File: src/rtl/rpn_operand_stack.sv
// Operand stack for the RPN calculator: push / pop / reduce with sticky overflow/underflow
// error state. Top two entries are presented to the ALU from registers.
module rpn_operand_stack #(
  parameter  int K     = 16,
  parameter  int DEPTH = 8,
  localparam int CW    = $clog2(DEPTH + 1)
) (
  input  logic          clk,
  input  logic          rst_n,
  input  logic [1:0]    cmd,
  input  logic [K-1:0]  din,
  input  logic          clear_err,
  output logic [K-1:0]  top,
  output logic [K-1:0]  second,
  output logic [CW-1:0] count,
  output logic          full,
  output logic          empty,
  output logic          err,
  output logic [1:0]    err_code
);

  localparam int IW = (DEPTH > 1) ? $clog2(DEPTH) : 1;

  localparam logic [1:0] CMD_NOP    = 2'b00;
  localparam logic [1:0] CMD_PUSH   = 2'b01;
  localparam logic [1:0] CMD_POP    = 2'b10;
  localparam logic [1:0] CMD_REDUCE = 2'b11;

  localparam logic [1:0] CODE_NONE = 2'b00;
  localparam logic [1:0] CODE_OVF  = 2'b01;
  localparam logic [1:0] CODE_UNF  = 2'b10;

  localparam logic [CW-1:0] ZERO_C  = CW'(32'd0);
  localparam logic [CW-1:0] ONE_C   = CW'(32'd1);
  localparam logic [CW-1:0] TWO_C   = CW'(32'd2);
  localparam logic [CW-1:0] DEPTH_C = CW'(DEPTH);

  typedef enum logic [0:0] {
    ST_RUN = 1'b0,
    ST_ERR = 1'b1
  } state_t;

  logic [K-1:0]  mem_r     [DEPTH];
  logic [K-1:0]  mem_nxt_s [DEPTH];
  logic [CW-1:0] count_r, count_nxt_s;
  state_t        state_r, state_nxt_s;
  logic [1:0]    code_r, code_nxt_s;
  logic [K-1:0]  top_r, second_r, top_nxt_s, second_nxt_s;
  logic          full_r, empty_r, err_r;
  logic [IW-1:0] wr_idx_s, cm1_idx_s, cm2_idx_s, nt_idx_s, ns_idx_s;

  // Slot indices relative to the current and the next depth; only used where in range.
  assign wr_idx_s  = count_r[IW-1:0];
  assign cm1_idx_s = IW'(count_r - ONE_C);
  assign cm2_idx_s = IW'(count_r - TWO_C);
  assign nt_idx_s  = IW'(count_nxt_s - ONE_C);
  assign ns_idx_s  = IW'(count_nxt_s - TWO_C);

  // Next stack contents, depth and FSM state from the command.
  always_comb begin
    mem_nxt_s   = mem_r;
    count_nxt_s = count_r;
    state_nxt_s = state_r;
    code_nxt_s  = code_r;
    case (state_r)
      ST_RUN: begin
        case (cmd)
          CMD_PUSH: begin
            if (count_r < DEPTH_C) begin
              mem_nxt_s[wr_idx_s] = din;
              count_nxt_s         = count_r + ONE_C;
            end else begin
              state_nxt_s = ST_ERR;
              code_nxt_s  = CODE_OVF;
            end
          end
          CMD_POP: begin
            if (count_r >= ONE_C) begin
              mem_nxt_s[cm1_idx_s] = {K{1'b0}};
              count_nxt_s          = count_r - ONE_C;
            end else begin
              state_nxt_s = ST_ERR;
              code_nxt_s  = CODE_UNF;
            end
          end
          CMD_REDUCE: begin
            if (count_r >= TWO_C) begin
              mem_nxt_s[cm2_idx_s] = din;
              mem_nxt_s[cm1_idx_s] = {K{1'b0}};
              count_nxt_s          = count_r - ONE_C;
            end else begin
              state_nxt_s = ST_ERR;
              code_nxt_s  = CODE_UNF;
            end
          end
          CMD_NOP: begin
            state_nxt_s = ST_RUN;
          end
          default: begin
            state_nxt_s = ST_RUN;
          end
        endcase
      end
      ST_ERR: begin
        // A clear wins over any command issued alongside it; the stack stays frozen.
        if (clear_err) begin
          state_nxt_s = ST_RUN;
          code_nxt_s  = CODE_NONE;
        end else begin
          state_nxt_s = ST_ERR;
        end
      end
      default: begin
        state_nxt_s = ST_ERR;
      end
    endcase
  end

  // X / Y views of the next stack, so they can be registered alongside it.
  always_comb begin
    if (count_nxt_s >= ONE_C) begin
      top_nxt_s = mem_nxt_s[nt_idx_s];
    end else begin
      top_nxt_s = {K{1'b0}};
    end
    if (count_nxt_s >= TWO_C) begin
      second_nxt_s = mem_nxt_s[ns_idx_s];
    end else begin
      second_nxt_s = {K{1'b0}};
    end
  end

  // State and output registers with synchronous active-low reset.
  always_ff @(posedge clk) begin
    if (!rst_n) begin
      for (int i = 0; i < DEPTH; i++) begin
        mem_r[i] <= {K{1'b0}};
      end
      count_r  <= ZERO_C;
      state_r  <= ST_RUN;
      code_r   <= CODE_NONE;
      top_r    <= {K{1'b0}};
      second_r <= {K{1'b0}};
      full_r   <= 1'b0;
      empty_r  <= 1'b1;
      err_r    <= 1'b0;
    end else begin
      mem_r    <= mem_nxt_s;
      count_r  <= count_nxt_s;
      state_r  <= state_nxt_s;
      code_r   <= code_nxt_s;
      top_r    <= top_nxt_s;
      second_r <= second_nxt_s;
      full_r   <= (count_nxt_s == DEPTH_C);
      empty_r  <= (count_nxt_s == ZERO_C);
      err_r    <= (state_nxt_s == ST_ERR);
    end
  end

  assign top      = top_r;
  assign second   = second_r;
  assign count    = count_r;
  assign full     = full_r;
  assign empty    = empty_r;
  assign err      = err_r;
  assign err_code = code_r;

endmodule

File: config.mk
export PLATFORM = sky130hd
export DESIGN_NAME = rpn_operand_stack
export DESIGN_NICKNAME = d
export VERILOG_FILES = /design/src/rtl/rpn_operand_stack.sv
export SDC_FILE = /design/constraint.sdc
export NUM_CORES = 1
export LEC_CHECK = 0
export ABC_CLOCK_PERIOD_IN_PS = 8000
export BUFFER_PORTS_ARGS = -buffer_cell sky130_fd_sc_hd__buf_4
export CORE_MARGIN = 3
export CORE_UTILIZATION = 66
export DETAILED_ROUTE_END_ITERATION = 7
export HOLD_SLACK_MARGIN = 0.03
export PLACE_DENSITY_LB_ADDON = 0.3
export SYNTH_ARGS = -nofsm -noshare
export SYNTH_HDL_FRONTEND = slang
export SYNTH_SLANG_ARGS = --single-unit
File: constraint.sdc
create_clock -name clk -period 8 [get_ports clk]
set_clock_uncertainty 0.2 [all_clocks]
set_input_delay 0.8 -clock clk [delete_from_list [all_inputs] [get_ports clk]]
set_output_delay 0.8 -clock clk [all_outputs]
set_load 0.05 [all_outputs]
# Word-level counts from Yosys, hierarchy flattened
# Index checks and enable logic that the tools add are counted.
totals:
  reg_bits: 169
  out_inout_bits: 41
  inputBits: 21
  wordCells: 95
op_classes:
  bitwise_logic: 9
  n_addsub: 5
  eq_ne: 9
  muxes: 36
  reduce_logical: 8
  magnitude_cmp: 13
ops:
  columns: ["op", "n"]
  rows:
  - ["128-bit two-way mux", 4]
  - ["128-bit one-hot mux with 3 select lines", 1]
  - ["128-bit bitwise AND", 2]
  - ["128-bit bitwise mux", 2]
  - ["16-bit demux with 3-bit select", 3]
  - ["128-bit inverter", 1]
  - ["16-bit two-way mux", 7]
  - ["16-bit binary-select mux with 3-bit select", 2]
  - ["4-bit greater-or-equal comparator (second input constant)", 5]
  - ["3-bit inverter with 4-bit output", 5]
  - ["4-bit two-way mux", 4]
  - ["4-bit by 1-bit less-than comparator with 1-bit output (second input constant)", 3]
  - ["4-bit one-hot mux with 3 select lines", 1]
  - ["3-bit inequality test (second input constant)", 3]
  - ["4-bit by 1-bit greater-or-equal comparator with 1-bit output (second input constant)", 2]
  - ["4-bit by 2-bit greater-or-equal comparator with 1-bit output (second input constant)", 2]
  - ["2-bit two-way mux", 4]
  - ["2-bit one-hot mux with 3 select lines", 1]
  - ["3-bit by 2-bit subtractor with 3-bit output (second input constant)", 2]
  - ["5-bit AND reduction", 1]
  - ["4-bit by 1-bit adder with 4-bit output (second input constant)", 1]
  - ["2-bit == test (second input constant)", 2]
  - ["4-bit == test (second input constant)", 1]
  - ["4-bit zero test", 1]
  - ["14 further kinds", 20]

# Longest topological paths before layout
depth:
  depth_word: 14
  depth_mapped: 16
  mapped_depth_nobuf: 10

# Worst setup path before layout
# No wires, ideal clock.
synth_timing:
  path_kind: "register -> register"
  start: "register count_r[1], in the netlist count[1]"
  end: "register top_r[13], in the netlist top[13]"
  n_path_buf: 5
  arrival_ns: 3.453
  required_time_ns: 7.685
  setup_time_ns: 0.115
  path_slack_ns: 4.232
  stages_incl_launch_ff: 16
  period_less_slack_ns: 3.768
  path_cell_list: "dfxtp_1 > buf_2 > buf_2 > inv_1 > ha_1 > or4b_4 > buf_6 > o2111ai_2 > a21oi_1 > or2_0 > clkbuf_1 > or3_4 > o21ai_4 > buf_6 > nor3_1 > o21a_1"
synth_via:
  elab_chain_len: 14
  elab_cells_between_ends: 46
  classes_between: "4 x add/sub; 10 x order compare; 21 x mux; 7 x bitwise; 4 x reduce/logical"
synth_rtl:
  columns: ["element", "line_no", "source"]
  rows:
  - ["from (decl)", "45", "logic [CW-1:0] count_r, count_nxt_s;"]
  - ["from (signal assigned)", "149", "count_r <= count_nxt_s;"]
  - ["3-bit by 2-bit subtractor with 3-bit output / 4-bit by 1-bit subtractor with 4-bit output (equally long branches)", "55, 80, 90", null]
  - ["3-bit inverter with 4-bit output (on tied branches)", "88, 79, 89", null]
  - ["4-bit greater-or-equal comparator (not written as such), or another cell as far along", "88", "mem_nxt_s[cm2_idx_s] = din;"]
  - ["1-bit logical AND (on tied branches)", "88, 79, 89", null]
  - ["16-bit two-way mux (on tied branches)", "88, 79, 89", null]
  - ["16-bit demux with 3-bit select (on tied branches)", "88, 79, 89", null]
  - ["128-bit bitwise mux / 128-bit inverter (equally long branches)", null, null]
  - ["128-bit bitwise AND (no line)", null, null]
  - ["128-bit two-way mux (on tied branches)", "87, 78", null]
  - ["128-bit one-hot mux with 3 select lines", "67", "case (cmd)"]
  - ["128-bit two-way mux", "65", "case (state_r)"]
  - ["16-bit binary-select mux with 3-bit select", "122", "top_nxt_s = mem_nxt_s[nt_idx_s];"]
  - ["16-bit two-way mux (not written as such) (2 in a row)", "122", null]
  - ["to (signal assigned)", "142", "top_r <= {K{1'b0}};"]
  - ["to (signal assigned)", "152", "top_r <= top_nxt_s;"]
  - ["to (decl)", "48", "logic [K-1:0] top_r, second_r, top_nxt_s, second_nxt_s;"]
# Parallel ways exist; a longest one is shown, timed or not. The select of a mux whose other input is x is not followed.
# A chain may end at the register's enable or synchronous reset.

# Final worst setup path
layout_timing:
  start: "register count_r[0], in the netlist count[0]"
  end: "register top_r[9], in the netlist top[9]"
# Same word-level chain as after synthesis.

==> results by group <==
Setup path
  • Critical Path Start Type: flip-flop
  • Critical-path top delay cell: nor2_1
  • Req. time, crit path: 8.09 ns
  • Most Frequent Cell on Critical Path: o21ai_0
  • CP Depth: 10
  • Crit end category: flip-flop
  • Path depth of the worst reg2reg path: 10
  • Arrival @ worst endpoint: between 5 and 6 ns
  • Worst path cell trace: clkinv_1, ha_1, or4b_4, a2bb2oi_1, o21ai_0, nand3_4, nor2_1, o21ai_0, a21oi_1, a211oi_1
  • Crit path kind: reg -> reg
  • Crit path max-delay family: simple AND/OR/NAND/NOR gates
  • CP max stage delay: 1.29 ns
  • WP buf/inv: 1
  • Worst-path fanout max: 86

Finish
  • Fin area: 10,400 um2
  • Post-route insts no fill: approximately 1.4k
  • Layout cell share with drive strength beyond 1: 0.121
  • Antenna Cells: 0
  • Area grow syn2layout: 10.5%
  • # fillers: ~1.0k
  • Final Net Count: 1,242

Detailed routing
  • DRT iter0 DRCs: 1,689
  • DR vias/cell: slightly above 7
  • First-pass detailed-route iteration total: 8
  • Routed len/inst: between 20 and 25 um
  • Vias post-DR: slightly above 10k
  • DRC Markers: 11
  • WL final: about 34,000 um
  • ANT nets after route: 0

Logic synthesis
  • Area share of the largest cell type after synthesis: 0.360
  • Largest area contributor in the netlist: dfxtp_1
  • Avg Cell Area, Syn: just under 8 um2
  • FFs w/ async S/R, synth: 0
  • Post-synth EDFFs: 0
  • Ys flop type: dfxtp_1
  • Synth cell types: 81
  • Ranking of synthesized cells by area: dfxtp_1 (36%), nor2_1 (8.3%), a21oi_1 (4.9%), and2_1 (4.7%), o21ai_0 (4.5%)
  • Sequential area share after synthesis: 0.360
  • Post-Synthesis Cells: approximately 1.2k
  • #FFs+latches synth: approximately 170
  • Warnings, synthesis: 0
  • Syn nets: between 1k and 1.5k
  • Synthesized area: ~9400 um2

GRT
  • Congestion Overflow GR: 0
  • Tot GR Track Use: 0.417
  • Number of global-route vias before repair: approximately 9.5k
  • First-pass GRT wire length: 51,800 um
  • Largest net degree at the start of global routing: 87
  • Initial antenna violation count: 0

STA
  • F_max: between 150 and 200 MHz
  • Final Hold Vio Count: 0
  • Final Setup Violations: 0
  • Final Max Slew Viols: 0
  • Setup TNS: 0 ns
  • Tcrit/Tclk final: 0.729
  • Post-route setup slack: approximately 2.2 ns
  • Worst-Margin Slew: 1.32 ns
  • Fin crit period: between 5 and 6 ns
  • Slew headroom: 0.115
  • Unrepaired setup endpoints after global routing: no

Min path
  • Hold path depth: 2
  • Worst Hold Class: reg -> reg

Clock network
  • Clock-pin slew on the worst setup and hold paths: 0.07 ns
  • Post-CTS sizing: 0
  • TritonCTS clock tree: yes
  • Setup Fix Bufs, Post-CTS: 0
  • H-tree depth: 4
  • CTS Buf Count: 17
  • Root buffer cell: clkbuf_16
  • Clock sinks: between 150 and 200
  • Hold-fix buffers, CTS: 0
  • Clock Latency Late Sink: approximately 0.44 ns
  • Clock buffer depth: 2

Pwr
  • Leak Pwr: around 4.1 nW
  • Pwr dens: approximately 330 nW/um2
  • Worst IR drop on VDD: between 0.0002 and 0.00025 V
  • Power consumption: approximately 3.4 mW

Place
  • Post-DP HPWL: 20,200 um
  • Gpl congestion: a little under 1
  • Setup WS pre-CTS: ~2.5 ns
  • Placed Instances: approximately 1.4k
  • Port bufs: between 60 and 70
  • Post-DP Area: between 9000 and 10,000 um2

Floorplan
  • Chip width: 125 um
  • Height of the die: approximately 130 um
  • Die ar.: approximately 16,000 um2
  • FP Rows: 42
  • Io pins: 62
  • Initial Utilization: 0.693
  • Core Box Area: 13,600 um2

Outcome
  • Status: complete, but fails checks
  • Violated checks: design-rule violations

Job
  • Max Cap Violations: 0
## cells in the mapped netlist, types with 18 or more instances
cell type  number
o2bb2ai_1      38
inv_1          24
nand2_1       105
buf_2          31
and2_1         71
o21ai_0        85
dfxtp_1       169
clkbuf_1       53
nand3_1        18
mux2i_1        25
nor2_1        207
a21oi_1        92
a31oi_1        26
nor3_1         30
## worst reg2reg max path: stages (launching register included)
cell	delay (ns)
dfxtp_1	0.89
clkinv_1	0.53
ha_1	0.44
or4b_4	0.29
a2bb2oi_1	0.07
o21ai_0	0.38
nand3_4	0.88
nor2_1	1.33
o21ai_0	0.30
a21oi_1	0.27
a211oi_1	0.09
## final timing paths
path | startpoint | end | slack [ns]
max | count[0] | top[9] | 2.16
min | mem_r[41] | mem_r[41] | 0.30
max reg2reg | count[0] | top[9] | 2.16
min reg2reg | mem_r[41] | mem_r[41] | 0.30
## where the power goes
group          internal [mW]  switching [mW]  leakage (nW)
registers              0.922          0.0555          1.37
clock network          0.440           0.357         0.259
logic                  0.465            1.15          2.43
total                   1.83            1.56          4.06
## logic make-up (layout without fill, tap and decap cells)
kind of cell,after synthesis,count (layout),synth area share
AND/OR/NAND/NOR,494,494,0.246
AO/OA/AOI/OAI,385,385,0.278
flip-flops,169,169,0.360
buffers and inverters,123,137,0.0565
multiplexers,38,38,0.0506
adder cells (fa/ha/maj),4,4,0.00533
XOR/XNOR,3,3,0.00280
## stage by stage
stage | hold WS, ns | util
detailed placement | 0.278 | 0.723
global placement | 0.262 | 0.723
CTS | 0.287 | 0.765
finish | 0.298 | 0.765
floorplan | 0.251 | -
global route | 0.327 | 0.765
## layout by cell type, fill, tap and decap left out, types with 17 or more instances in the layout
cell,Yosys,layout
a21oi_1,92,92
a31oi_1,26,26
and2_1,71,71
buf_4,2,80
clkbuf_16,0,17
dfxtp_1,169,169
inv_1,24,23
mux2i_1,25,25
nand2_1,105,105
nand3_1,18,17
nor2_1,207,205
nor3_1,30,30
o21ai_0,85,85
o2bb2ai_1,38,38
## area by class of cell
| class | count | area (um2) | share of cell area |
|---|---|---|---|
| Multi-Input combinational cell | 924 | 5510 | 0.531 |
| Clock inverter | 12 | 120 | 0.0116 |
| Clock buffer | 20 | 447 | 0.0431 |
| Timing Repair Buffer | 80 | 601 | 0.0579 |
| Sequential cell | 169 | 3380 | 0.326 |
| Inverter | 25 | 93.8 | 0.00905 |
| Tap cell | 176 | 220 | 0.0212 |
## registers in the layout (all words and copies together) (netlist names)
signal    count
count         4
err           1
second       16
empty         1
full          1
err_code      2
mem_r       128
top          16
## metal layers
metal,routed length (um),track usage,share of wire
met2,14300,0.625,0.42
met4,2350,0.258,0.070
met1,12200,0.520,0.36
met3,4910,0.133,0.15
met5,0,0,0
(Power assumes the default switching activity.)
